[src/rtl/decode_pkg.sv]
// Shared opcode constants, class codes, FSM encoding and decoded-field layout
// for the instruction decode stage.
package decode_pkg;

  localparam logic [5:0] OP_ALU_R     = 6'h00;
  localparam logic [5:0] OP_ALU_I_LO  = 6'h01;
  localparam logic [5:0] OP_ALU_I_HI  = 6'h0F;
  localparam logic [5:0] OP_LOAD      = 6'h10;
  localparam logic [5:0] OP_STORE     = 6'h11;
  localparam logic [5:0] OP_BRANCH_LO = 6'h12;
  localparam logic [5:0] OP_BRANCH_HI = 6'h13;
  localparam logic [5:0] OP_JUMP      = 6'h14;
  localparam logic [5:0] OP_NOP       = 6'h3F;

  typedef enum logic [2:0] {
    CLS_NOP     = 3'd0,
    CLS_ALU_R   = 3'd1,
    CLS_ALU_I   = 3'd2,
    CLS_LOAD    = 3'd3,
    CLS_STORE   = 3'd4,
    CLS_BRANCH  = 3'd5,
    CLS_JUMP    = 3'd6,
    CLS_ILLEGAL = 3'd7
  } instr_class_e;

  typedef enum logic [1:0] {
    ST_IDLE    = 2'd0,
    ST_ACK     = 2'd1,
    ST_PRESENT = 2'd2
  } state_e;

  typedef struct packed {
    logic [5:0]   opcode;
    logic [4:0]   rd;
    logic [4:0]   rs;
    logic [4:0]   rt;
    logic [5:0]   funct;
    logic [31:0]  imm;
    instr_class_e cls;
  } dec_fields_t;

  function automatic instr_class_e classify(input logic [5:0] op);
    instr_class_e c;
    if (op == OP_ALU_R)                                 c = CLS_ALU_R;
    else if (op >= OP_ALU_I_LO && op <= OP_ALU_I_HI)    c = CLS_ALU_I;
    else if (op == OP_LOAD)                             c = CLS_LOAD;
    else if (op == OP_STORE)                            c = CLS_STORE;
    else if (op >= OP_BRANCH_LO && op <= OP_BRANCH_HI)  c = CLS_BRANCH;
    else if (op == OP_JUMP)                             c = CLS_JUMP;
    else if (op == OP_NOP)                              c = CLS_NOP;
    else                                                c = CLS_ILLEGAL;
    return c;
  endfunction

endpackage

[src/rtl/instr_field_decode.sv]
// Purely combinational split of a 32-bit instruction word into fields,
// class code and class-dependent immediate.
module instr_field_decode
  import decode_pkg::*;
(
  input  logic [31:0] word_i,
  output dec_fields_t fields_o
);

  instr_class_e cls;

  assign cls = classify(word_i[31:26]);

  always_comb begin
    fields_o        = '0;
    fields_o.opcode = word_i[31:26];
    fields_o.rd     = word_i[25:21];
    fields_o.rs     = word_i[20:16];
    fields_o.rt     = word_i[15:11];
    fields_o.funct  = word_i[5:0];
    fields_o.cls    = cls;
    case (cls)
      CLS_JUMP:                      fields_o.imm = {4'b0000, word_i[25:0], 2'b00};
      CLS_ALU_R, CLS_NOP, CLS_ILLEGAL: fields_o.imm = 32'd0;
      default:                       fields_o.imm = {{16{word_i[15]}}, word_i[15:0]};
    endcase
  end

endmodule

[src/rtl/instr_decode_stage.sv]
// One-deep decode stage: DOR/ack capture, decode, DOR/ack present; >=3 cycles per word.
// Define ILLEGAL_TRAP_EN to make an ILLEGAL word set a sticky flag that halts capture.
module instr_decode_stage
  import decode_pkg::*;
#(
  parameter int COUNT_WIDTH = 16
) (
  input  logic                   clk,
  input  logic                   reset,
  input  logic                   in_DOR,
  input  logic [31:0]            in_data,
  output logic                   in_ack,
  output logic                   out_DOR,
  input  logic                   out_ack,
  output logic [5:0]             out_opcode,
  output logic [4:0]             out_rd,
  output logic [4:0]             out_rs,
  output logic [4:0]             out_rt,
  output logic [5:0]             out_funct,
  output logic [31:0]            out_imm,
  output logic [2:0]             out_class,
  output logic [COUNT_WIDTH-1:0] decoded_count,
  output logic                   illegal_flag
);

  state_e                 state_q, state_d;
  logic                   armed_q, armed_d;
  logic                   in_ack_q, in_ack_d;
  logic                   out_dor_q, out_dor_d;
  logic [31:0]            word_q;
  dec_fields_t            fields_q, fields_dec;
  logic [COUNT_WIDTH-1:0] count_q;
  logic                   capture, load_fields, handoff;
  logic                   trap_q;

  instr_field_decode u_field_decode (
    .word_i   (word_q),
    .fields_o (fields_dec)
  );

  always_ff @(posedge clk or posedge reset) begin
    if (reset) state_q <= ST_IDLE;
    else       state_q <= state_d;
  end

  always_comb begin
    state_d = state_q;
    case (state_q)
      ST_IDLE:    if (capture) state_d = ST_ACK;
      ST_ACK:     state_d = ST_PRESENT;
      ST_PRESENT: if (out_ack) state_d = ST_IDLE;
      default:    state_d = ST_IDLE;
    endcase
  end

  // Re-arming on any low sample of in_DOR stops a word still held high after its ack being taken twice.
  always_comb begin
    capture     = (state_q == ST_IDLE) && armed_q && in_DOR && !trap_q;
    load_fields = (state_q == ST_ACK);
    handoff     = (state_q == ST_PRESENT) && out_ack;
    in_ack_d    = capture;
    out_dor_d   = out_dor_q;
    if (load_fields)  out_dor_d = 1'b1;
    else if (handoff) out_dor_d = 1'b0;
    armed_d = armed_q;
    if (capture)      armed_d = 1'b0;
    else if (!in_DOR) armed_d = 1'b1;
  end

  always_ff @(posedge clk or posedge reset) begin
    if (reset) begin
      armed_q   <= 1'b1;
      in_ack_q  <= 1'b0;
      out_dor_q <= 1'b0;
      word_q    <= '0;
      fields_q  <= '0;
      count_q   <= '0;
    end else begin
      armed_q   <= armed_d;
      in_ack_q  <= in_ack_d;
      out_dor_q <= out_dor_d;
      if (capture)     word_q   <= in_data;
      if (load_fields) fields_q <= fields_dec;
      if (handoff)     count_q  <= count_q + COUNT_WIDTH'(1);
    end
  end

`ifdef ILLEGAL_TRAP_EN
  always_ff @(posedge clk or posedge reset) begin
    if (reset)                                         trap_q <= 1'b0;
    else if (handoff && fields_q.cls == CLS_ILLEGAL)   trap_q <= 1'b1;
  end
`else
  assign trap_q = 1'b0;
`endif

  assign in_ack        = in_ack_q;
  assign out_DOR       = out_dor_q;
  assign out_opcode    = fields_q.opcode;
  assign out_rd        = fields_q.rd;
  assign out_rs        = fields_q.rs;
  assign out_rt        = fields_q.rt;
  assign out_funct     = fields_q.funct;
  assign out_imm       = fields_q.imm;
  assign out_class     = fields_q.cls;
  assign decoded_count = count_q;
  assign illegal_flag  = trap_q;

endmodule

[config.mk]
export PLATFORM = sky130hd
export DESIGN_NAME = instr_decode_stage
export DESIGN_NICKNAME = d
export VERILOG_FILES = /design/src/rtl/decode_pkg.sv /design/src/rtl/instr_field_decode.sv /design/src/rtl/instr_decode_stage.sv
export SDC_FILE = /design/constraint.sdc
export NUM_CORES = 1
export LEC_CHECK = 0
export CAP_MARGIN = 20
export CORE_MARGIN = 2
export CORE_UTILIZATION = 35
export DETAILED_ROUTE_END_ITERATION = 12
export DONT_BUFFER_PORTS = 1
export PLACE_DENSITY = 0.45
export SLEW_MARGIN = 20
export SYNTH_ARGS = -nofsm -noshare
export SYNTH_HDL_FRONTEND = slang
export SYNTH_SLANG_ARGS = --single-unit
export TNS_END_PERCENT = 100
[constraint.sdc]
create_clock -name clk -period 5.75 [get_ports clk]
set_clock_uncertainty 0.15 [all_clocks]
set_input_delay 0.8625 -clock clk [delete_from_list [all_inputs] [get_ports clk]]
set_output_delay 0.8625 -clock clk [all_outputs]
set_load 0.005 [all_outputs]
==> results by group, run 1 <==
Synth
  – Post-synth EDFFs: 0
  – Cell taking the most area after synthesis: dfrtp_1
  – Distinct cell type count of the synthesized netlist: 43
  – Leading register cell type out of synthesis: dfrtp_1
  – Warnings from Yosys: 0
  – Post-Synthesis Cells: 432
  – Synth top area share: 59.1%
  – Synth area leaders: dfrtp_1 (59%), nand2_1 (8.1%), mux2_2 (7.7%), nor2_1 (3.8%), a21oi_1 (2.7%)
  – Register area share after synthesis: around three fifths
  – Post-synthesis average cell area: 10.9 sq um
  – Synthesized cell area: 4700 sq um
  – Post-synth ARST share: 100%
  – Yosys reg bits: 112
  – Synth Net Count: 469

Cells and area
  – P&R area growth vs syn: 8.76%
  – Most frequent cells in the layout: dfrtp_1 (111), nand2_1 (101), nor2_1 (48)
  – Most common cell after layout, fill and taps aside: dfrtp_1
  – Layout cells sized above 1: 15.1%
  – Nets: roughly 460
  – Final core occ: between 30% and 40%
  – Layout Cells excl Fill: between 500 and 600
  – Antenna diodes: 0

Setup path
  – CP max-delay cell: nor3_4
  – CP Cell Sequence: nand2_1 > nor3_4 > buf_4 > mux2_2
  – CP top delay family: simple AND/OR/NAND/NOR gates
  – Maximum fanout along the worst path: 19
  – Setup crit start kind: register
  – Buf/Inv on CP: 1
  – Critical path's largest stage delay: slightly above 0.6 ns
  – CP arrival: ~2.4 ns
  – CP Capture Type: register
  – WS Path Type: reg2reg
  – CP required: 5.83 ns

Clocking
  – Clk slew on worst S/H paths: 0.07 ns
  – Clk sink count: 112
  – H-tree depth: 3
  – Clk buf depth: 2
  – Number of buffers created by CTS: 9
  – Cell at the root of the clock tree: clkbuf_16
  – CTS tree: done
  – Hold_buf cts: 0
  – Worst-skew pair later-pin latency: about 0.35 ns
  – Setup bufs post-CTS: 0
  – Post-CTS Resized: 0

Die
  – Starting Density: 35.6%
  – Die area: 14400 sq um
  – Core Area: 13200 sq um
  – Die height: about 120 microns
  – Core Rows: 42
  – Top Ports: 117
  – Die width: 120 microns

Routing
  – DRC Markers: 0
  – Vias: 3031
  – Post-route ant nets: 0
  – Post-detailed-route wirelength per cell: 17.9 microns
  – 1st-pass router iterations: 6
  – Final Routed Wirelength: roughly 11000 microns
  – Vias per inst: 5.06
  – Starting DRT DRC Count: roughly 170

Timing
  – Fmax: 437 MHz
  – Final Hold Fails: 0
  – Max_slew headroom: 43.8%
  – Max Slew Vio Count: 0
  – Setup violators final: 0
  – Post-route setup slack: 3.46 ns
  – Setup_tns: 0 ns
  – RSZ-0062 raised after global routing: no
  – Final cycle utilization of the critical path: 39.8%
  – Worst-margin pin slew: about 0.84 ns
  – Minimum clock period: 2.29 ns

Power and ir drop
  – Worst VDD drop: 0.000214 V
  – Pleak: 2.28 nW
  – Pwr Density: between 500 and 600 nW/um^2

Placement
  – Dpl ws: 3.07 ns
  – Port Buf Inserts: 0
  – Placed cells: 583
  – Post-detail-place hpwl: approximately 6900 microns
  – GP Congestion: 0.729

Global routing
  – Initial antenna violation count: 1
  – Vias in the first global route: approximately 3200
  – Overall Global Routing Usage: approximately 16%
  – First-pass GRT wire length: 17400 microns
  – GRT overflow: 0
  – Largest net degree at the start of global routing: 67

Run
  – Max cap viols: 0

Min path
  – HP Class: in2async

Run status
  – Status: completed
## final timing paths
path | startpoint | end | slack, ns | depth (start not counted)
setup / recovery | armed_q | word_q[21] | 3.46 | 4
hold / removal | reset | out_rd[1] | 0.30 | 1
setup reg to reg | armed_q | word_q[21] | 3.46 | 4
hold reg to reg | armed_q | armed_q | 0.34 | 2
max in group asynchronous | reset | word_q[25] | 3.86 | 2
min in group clk | armed_q | armed_q | 0.34 | 2
## metrics by stage
| step | cell area (sq um) | power (mW) | hold slack (ns) |
|---|---|---|---|
| 6_report | 5110 | 2.89 | 0.299 |
| 5_1_grt | 5110 | 3.13 | 0.335 |
| 4_1_cts | 5100 | 2.93 | 0.311 |
| 3_5_place_dp | 4780 | 2.25 | 0.331 |
| 3_3_place_gp | 4780 | 2.23 | 0.325 |
| 2_1_floorplan | 4700 | 2.06 | 0.307 |
## kinds of logic after synthesis
| kind of cell | synth area share [%] |
|---|---|
| buffers and inverters | 4.10 |
| AOI/OAI and AO/OA | 7.38 |
| xor gates and xnor gates | 2.80 |
| and+or+nand+nor | 18.0 |
| adders and majority gates | 0.266 |
| muxes | 7.67 |
| DFF | 59.7 |
| other | 0.0798 |
## power by group
| group | switching [mW] | internal, mW | leakage [nW] |
|---|---|---|---|
| sequential | 0.363 | 1.14 | 1.36 |
| clock | 0.290 | 0.377 | 0.156 |
| combinational | 0.404 | 0.325 | 0.763 |
| total | 1.06 | 1.84 | 2.28 |
## layout make-up
cell class                      instances  area, sq um
Clock buffer                           13          270
Clock inverter                          3         47.5
Fill cell                            1321         8080
Inverter                                4         17.5
Multi-Input combinational cell        287         1720
Sequential cell                       112         2800
Tap cell                              176          220
Timing Repair Buffer                    4         30.0
## flip-flops by register name, summed over array words and instances, names as in the netlist
register and count:
out_rd 5, out_class 3, out_imm 29, state_q 2, decoded_count 16, armed_q 1, out_funct 6, in_ack 1
out_rt 5, out_opcode 6, out_DOR 1, word_q 32, out_rs 5
## layer usage
metal,part of all wire (%),up-vias,global-route usage (%),wire (microns)
li1,-,1417,-,-
met5,0.12,-,0,13
met2,48,75,24.8,5150
met4,1.8,2,6.84,188
met3,7.1,12,5.70,760
met1,43,1525,19.4,4600
## synthesized netlist by cell type (3+ instances only)
master    instances
mux2_2           32
xor2_1            5
and4_1            3
buf_2            10
buf_1             7
nor2_1           48
inv_1             4
nand4_1           6
dfrtp_1         111
o21ai_0           8
buf_6             5
buf_4             5
xnor2_1          10
a21oi_1          25
a221oi_1         13
nand3_1           8
nand2_1         101
## worst reg2reg max path, delay by kind of cell, from the launching register on
kind | cells | cell delay [ns]
buffers and inverters | 1 | 0.41
DFF | 1 | 0.53
muxes | 1 | 0.38
and+or+nand+nor | 2 | 0.70
Power figures use the tool's default switching activity.
==> inputs of run 2 (changes only) <==
- clock period: 5.75 -> 2.2 ns (I/O delays scaled with it)
==> run 2 against run 1 <==
Die area stayed put; worst setup slack lost 3.1 ns; sequential power grew to 2.6 times the previous value.
==> results by group, run 2 (same netlist as run 1, synthesis figures left out) <==
Global routing
  – Initial antenna violation count: 0 (-1)
  – First-pass GRT wire length: 17800 microns (+2.2%)
  – Overall Global Routing Usage: 15.8% (+0.12 points)
  – Largest net degree at the start of global routing: 113 (+69%)
  – GRT overflow: 0 (unchanged)
  – Vias in the first global route: 3289 (+4.1%)

Power and ir drop
  – Pwr Density: 1370 nW/um^2 (+140%)
  – Total Power: 7.53 mW (+160%)
  – Combinational power share: 26.7% (+1.5 points)
  – Power share of the sequential group: 52.1% (+0.3 points)
  – Clock share of power: 21.2% (-1.8 points)
  – Worst VDD drop: 0.000450 V (+110%)
  – Pleak: 2.45 nW (+7.1%)
  – Switching Share: 36.5% (about the same)
  – Cell Int Power: 4.78 mW (+160%)
  – Psw: 2.75 mW (+160%)

Clocking
  – H-tree depth: 3 (unchanged)
  – Worst-skew pair later-pin latency: 0.35 ns (about the same)
  – Cell at the root of the clock tree: clkbuf_16
  – Clk buf depth: 2 (unchanged)
  – Clk sink count: 112 (unchanged)
  – Clk slew on worst S/H paths: 0.07 ns (about the same)
  – Setup bufs post-CTS: 0 (unchanged)
  – Hold_buf cts: 35 (+35)
  – Post-CTS Resized: 0 (unchanged)
  – Number of buffers created by CTS: 9 (unchanged)
  – CTS tree: done

Min path
  – HP Class: in2reg

Cells and area
  – Layout cells sized above 1: 14.7% (-0.44 points)
  – P&R area growth vs syn: 17.0%
  – Most common cell after layout, fill and taps aside: dfrtp_1
  – Fill cell count: 1297 (-1.8%)
  – Most frequent cells in the layout: dfrtp_1 (111), nand2_1 (101), nor2_1 (48)
  – Nets: 495 (+8.8%)
  – Antenna diodes: 0 (unchanged)
  – Largest register by flop count: word_q
  – Max reg flops: 32 (unchanged)

Die
  – Core Area: 13200 sq um (unchanged)
  – Core Rows: 42 (unchanged)
  – Die width: 120 microns (unchanged)
  – Die height: 120 microns (unchanged)
  – Top Ports: 117 (unchanged)
  – Die area: 14400 sq um (unchanged)
  – Starting Density: 35.6% (unchanged)

Routing
  – Vias per inst: 4.96 (-1.9%)
  – 1st-pass router iterations: 4 (-2)
  – Post-route ant nets: 0 (unchanged)
  – Post-detailed-route wirelength per cell: 16.7 microns (-6.5%)
  – DRC Markers: 0 (unchanged)
  – Vias: 3171 (+4.6%)
  – Final Routed Wirelength: 10700 microns (-0.27%)
  – Starting DRT DRC Count: 199 (+16%)

Setup path
  – Critical path's largest stage delay: 0.52 ns (-0.09 ns)
  – CP top delay family: flip-flops
  – WS Path Type: reg2reg
  – Buf/Inv on CP: 1 (unchanged)
  – Maximum fanout along the worst path: 15 (-4)
  – CP Capture Type: register
  – CP required: 2.28 ns (-3.55 ns)
  – Setup crit start kind: register
  – CP Cell Sequence: nor3_2 > a211oi_2 > buf_4 > a221oi_1 > nor2_1
  – CP arrival: 1.90 ns (-0.47 ns)
  – CP max-delay cell: dfrtp_1

Timing
  – Minimum clock period: 1.82 ns (-0.467 ns)
  – Fmax: 550 MHz (+26%)
  – Setup violators final: 0 (unchanged)
  – Final Hold Fails: 0 (unchanged)
  – Final cycle utilization of the critical path: 82.7% (+43 points)
  – Post-route setup slack: 0.381 ns (-3.08 ns)
  – Worst-margin pin slew: 0.607 ns (-0.237 ns)
  – RSZ-0062 raised after global routing: no
  – Setup_tns: 0 ns (unchanged)
  – Max Slew Vio Count: 0 (unchanged)
  – Max_slew headroom: 59.6% (+16 points)

Run
  – Max cap viols: 0 (unchanged)

Placement
  – Port Buf Inserts: 0 (unchanged)
  – GP Congestion: 0.743 (+1.9%)
  – Dpl ws: 0.378 ns (-2.69 ns)
  – Post-detail-place hpwl: 6650 microns (-3.3%)

Run status
  – Status: completed
## run 2: worst paths after layout
kind / from / to / slack, ns / cells after the start
worst min register to register: armed_q / armed_q / 0.33 / 2
worst min-delay path: in_DOR / state_q[0] / 0.04 / 2
worst max register to register: word_q[30] / out_imm[13] / 0.38 / 5
max in group asynchronous: reset / out_imm[20] / 0.95 / 3
min in group asynchronous: reset / out_class[1] / 0.49 / 3
worst max-delay path: word_q[30] / out_imm[13] / 0.38 / 5
## run 2: power groups by stage
| stage | Clock [mW] | Sequential (mW) | Combinational [mW] |
|---|---|---|---|
| floorplan | 0 | 3.58 | 1.81 |
| global placement | 0 | 3.97 | 1.96 |
| detailed placement | 0 | 3.98 | 2.01 |
| CTS | 1.66 | 3.96 | 2.07 |
| global route | 1.73 | 4.09 | 2.34 |
| finish | 1.59 | 3.93 | 2.01 |
## run 2: per-stage QoR
stage,instance area (sq um),cells,util (%),hold slack [ns]
2_1_floorplan,4700,432,-,0.219
3_3_place_gp,4860,588,36.8,0.224
3_5_place_dp,4860,588,36.8,0.230
4_1_cts,5500,639,41.7,0.0217
5_1_grt,5500,639,41.7,0.0511
6_report,5500,639,41.7,0.0427
## run 2: cell type report
| type | count | area [sq um] | area share (%) |
|---|---|---|---|
| flip-flops and latches | 112 | 2800 | 51.0 |
| multi-input cells | 287 | 1710 | 31.1 |
| repair buffers | 44 | 455 | 8.29 |
| clock buffers | 14 | 274 | 4.99 |
| well taps | 176 | 220 | 4.01 |
| inverters | 4 | 18.8 | 0.341 |
| clock inverters | 2 | 12.5 | 0.228 |
## run 2: routing by layer
layer  vias up  share of wire, %  GRT usage, %
li1       1509                 -             -
met1      1566                45          20.7
met2        85                47          24.5
met3        11               6.7          5.37
met4         0               1.5          5.66
met5         -                 0             0
==> inputs of run 3 (changes only) <==
- clock period: 2.2 -> 1.9 ns (I/O delays scaled with it)
==> run 3 against run 2 <==
Fmax increased by 4.8%; clock power rose by 30%; worst setup slack lost 0.22 ns; wire length is 0.57% higher; critical path depth shrank 1; sequential power increased by 15%; hold slack improved by 0.016 ns; first-iteration DRC count decreased by 58%; global-route usage up 0.077 points; combinational power grew 22%; critical path type unchanged; largest cell class unchanged; largest power group unchanged.
==> results by group, run 3 (same netlist as run 1, synthesis figures left out) <==
Global routing
  – Overall Global Routing Usage: 15.9% (+0.077 points)
  – GRT overflow: 0 (unchanged)
  – Largest net degree at the start of global routing: 56 (-50%)
  – Initial antenna violation count: 0 (unchanged)
  – Vias in the first global route: 3251 (-1.2%)
  – First-pass GRT wire length: 17600 microns (-1.2%)

Clocking
  – Cell at the root of the clock tree: clkbuf_16
  – CTS tree: done
  – Clk sink count: 112 (unchanged)
  – Clk slew on worst S/H paths: 0.07 ns (about the same)
  – Worst-skew pair later-pin latency: 0.35 ns (about the same)
  – Number of buffers created by CTS: 9 (unchanged)
  – Setup bufs post-CTS: 0 (unchanged)
  – H-tree depth: 3 (unchanged)
  – Clk buf depth: 2 (unchanged)

Setup path
  – CP required: 1.99 ns (-0.29 ns)
  – Maximum fanout along the worst path: 8 (-7)
  – Reg2reg start: state_q[0]
  – R2R Setup Slk: 0.17 ns (-0.22 ns)
  – Setup crit start kind: register
  – CP Capture Type: register
  – R2R Path End: decoded_count[8]
  – R2R depth: 4 (-1)
  – WS Path Type: reg2reg
  – CP arrival: 1.83 ns (-0.07 ns)

Timing
  – WHS: 0.0585 ns (+0.0158 ns)
  – Setup violators final: 0 (unchanged)
  – Minimum clock period: 1.73 ns (-0.0839 ns)
  – Final Hold Fails: 0 (unchanged)
  – Setup_tns: 0 ns (unchanged)
  – Final cycle utilization of the critical path: 91.3% (+8.6 points)
  – Fmax: 576 MHz (+4.8%)
  – Max Slew Vio Count: 0 (unchanged)
  – RSZ-0062 raised after global routing: no

Routing
  – Post-route ant nets: 0 (unchanged)
  – Vias: 3222 (+1.6%)
  – DRC Markers: 0 (unchanged)
  – Final Routed Wirelength: 10700 microns (+0.57%)
  – 1st-pass router iterations: 4 (unchanged)
  – Post-detailed-route wirelength per cell: 16.7 microns (-0.36%)
  – Starting DRT DRC Count: 83 (-58%)
  – Vias per inst: 5.00 (+0.66%)

Placement
  – GP Congestion: 0.791 (+6.4%)
  – Post-detail-place hpwl: 7140 microns (+7.3%)
  – Port Buf Inserts: 0 (unchanged)

Power and ir drop
  – Pwr Density: 1610 nW/um^2 (+17%)
  – Total Power: 9.04 mW (+20%)
  – Worst VDD drop: 0.000595 V (+32%)
  – Pleak: 2.50 nW (+2.3%)

Min path
  – Worst hold start: out_ack
  – Hold EP: decoded_count[0]
  – Hold Crit Depth: 2 (unchanged)
  – HP Class: in2reg

Cells and area
  – Fill cell count: 1286 (-0.85%)
  – Largest register by flop count: word_q
  – Most common cell after layout, fill and taps aside: dfrtp_1
  – Nets: 501 (+1.2%)
  – Layout cells sized above 1: 16.0% (+1.3 points)
  – Antenna diodes: 0 (unchanged)
  – Most frequent cells in the layout: dfrtp_1 (111), nand2_1 (101), nor2_1 (48)
  – Max reg flops: 32 (unchanged)
  – P&R area growth vs syn: 19.8%

Run
  – Max cap viols: 0 (unchanged)

Die
  – Die area: 14400 sq um (unchanged)
  – Core Rows: 42 (unchanged)
  – Top Ports: 117 (unchanged)
  – Die height: 120 microns (unchanged)
  – Core Area: 13200 sq um (unchanged)
  – Starting Density: 35.6% (unchanged)
  – Die width: 120 microns (unchanged)

Run status
  – Status: completed
run 3: cell types whose count changed in the layout (fill, tap and decap cells not counted):
cell | before | now
clkinvlp_4 | 2 | 3
buf_12 | 3 | 7
clkbuf_8 | 3 | 1
clkbuf_1 | 2 | 1
buf_4 | 6 | 8
bufinv_16 | 0 | 2
run 3: critical path: stages, from the launching register on:
cell	delay, ns
dfrtp_1	0.48
and4b_4	0.42
and4_1	0.30
nand4_1	0.14
xnor2_1	0.15
run 3: final cells by class:
class	count	area (sq um)	area share, %
Timing Repair Buffer	50	551	9.78
Clock inverter	5	80.1	1.42
Multi-Input combinational cell	287	1710	30.4
Inverter	4	18.8	0.333
Tap cell	176	220	3.91
Sequential cell	112	2800	49.8
Clock buffer	11	243	4.31
run 3: where the power goes:
group	internal [mW]	switching, mW	leakage, nW
clock	1.19	0.865	0.152
combinational	1.19	1.26	0.987
sequential	3.44	1.09	1.36
total	5.82	3.22	2.50
run 3: routing by layer:
metal	part of all wire [%]	wire (microns)	track usage, %
met3	6.7	724	5.51
met5	0	0	0
met4	2.4	257	7.50
met2	47	5020	24.6
met1	44	4740	19.9
run 3: through the flow:
stage                     area, sq um  std cells  util (%)  setup slack, ns
final                            5630        645      42.7            0.165
after global routing             5630        645      42.7           0.0850
after CTS                        5630        645      42.7            0.150
after detailed placement         4950        594      37.6            0.156
after global placement           4950        594      37.6            0.204
after floorplan                  4700        432         -            0.108
run 3: worst max-delay path by stage:
stage	start	to	slack, ns
3_3_place_gp	state_q[0]	decoded_count[8]	0.20
3_5_place_dp	state_q[0]	decoded_count[15]	0.16
6_report	state_q[0]	decoded_count[8]	0.17
5_1_grt	word_q[28]	out_imm[16]	0.09
2_1_floorplan	reset	decoded_count[0]	0.11
4_1_cts	state_q[0]	decoded_count[15]	0.15
run 3: timing repair:
item	CTS	global route
hold endpoints to repair	146	0
resized for setup	0	0
endpoints found under the setup margin	0	0
hold buffers	35	0
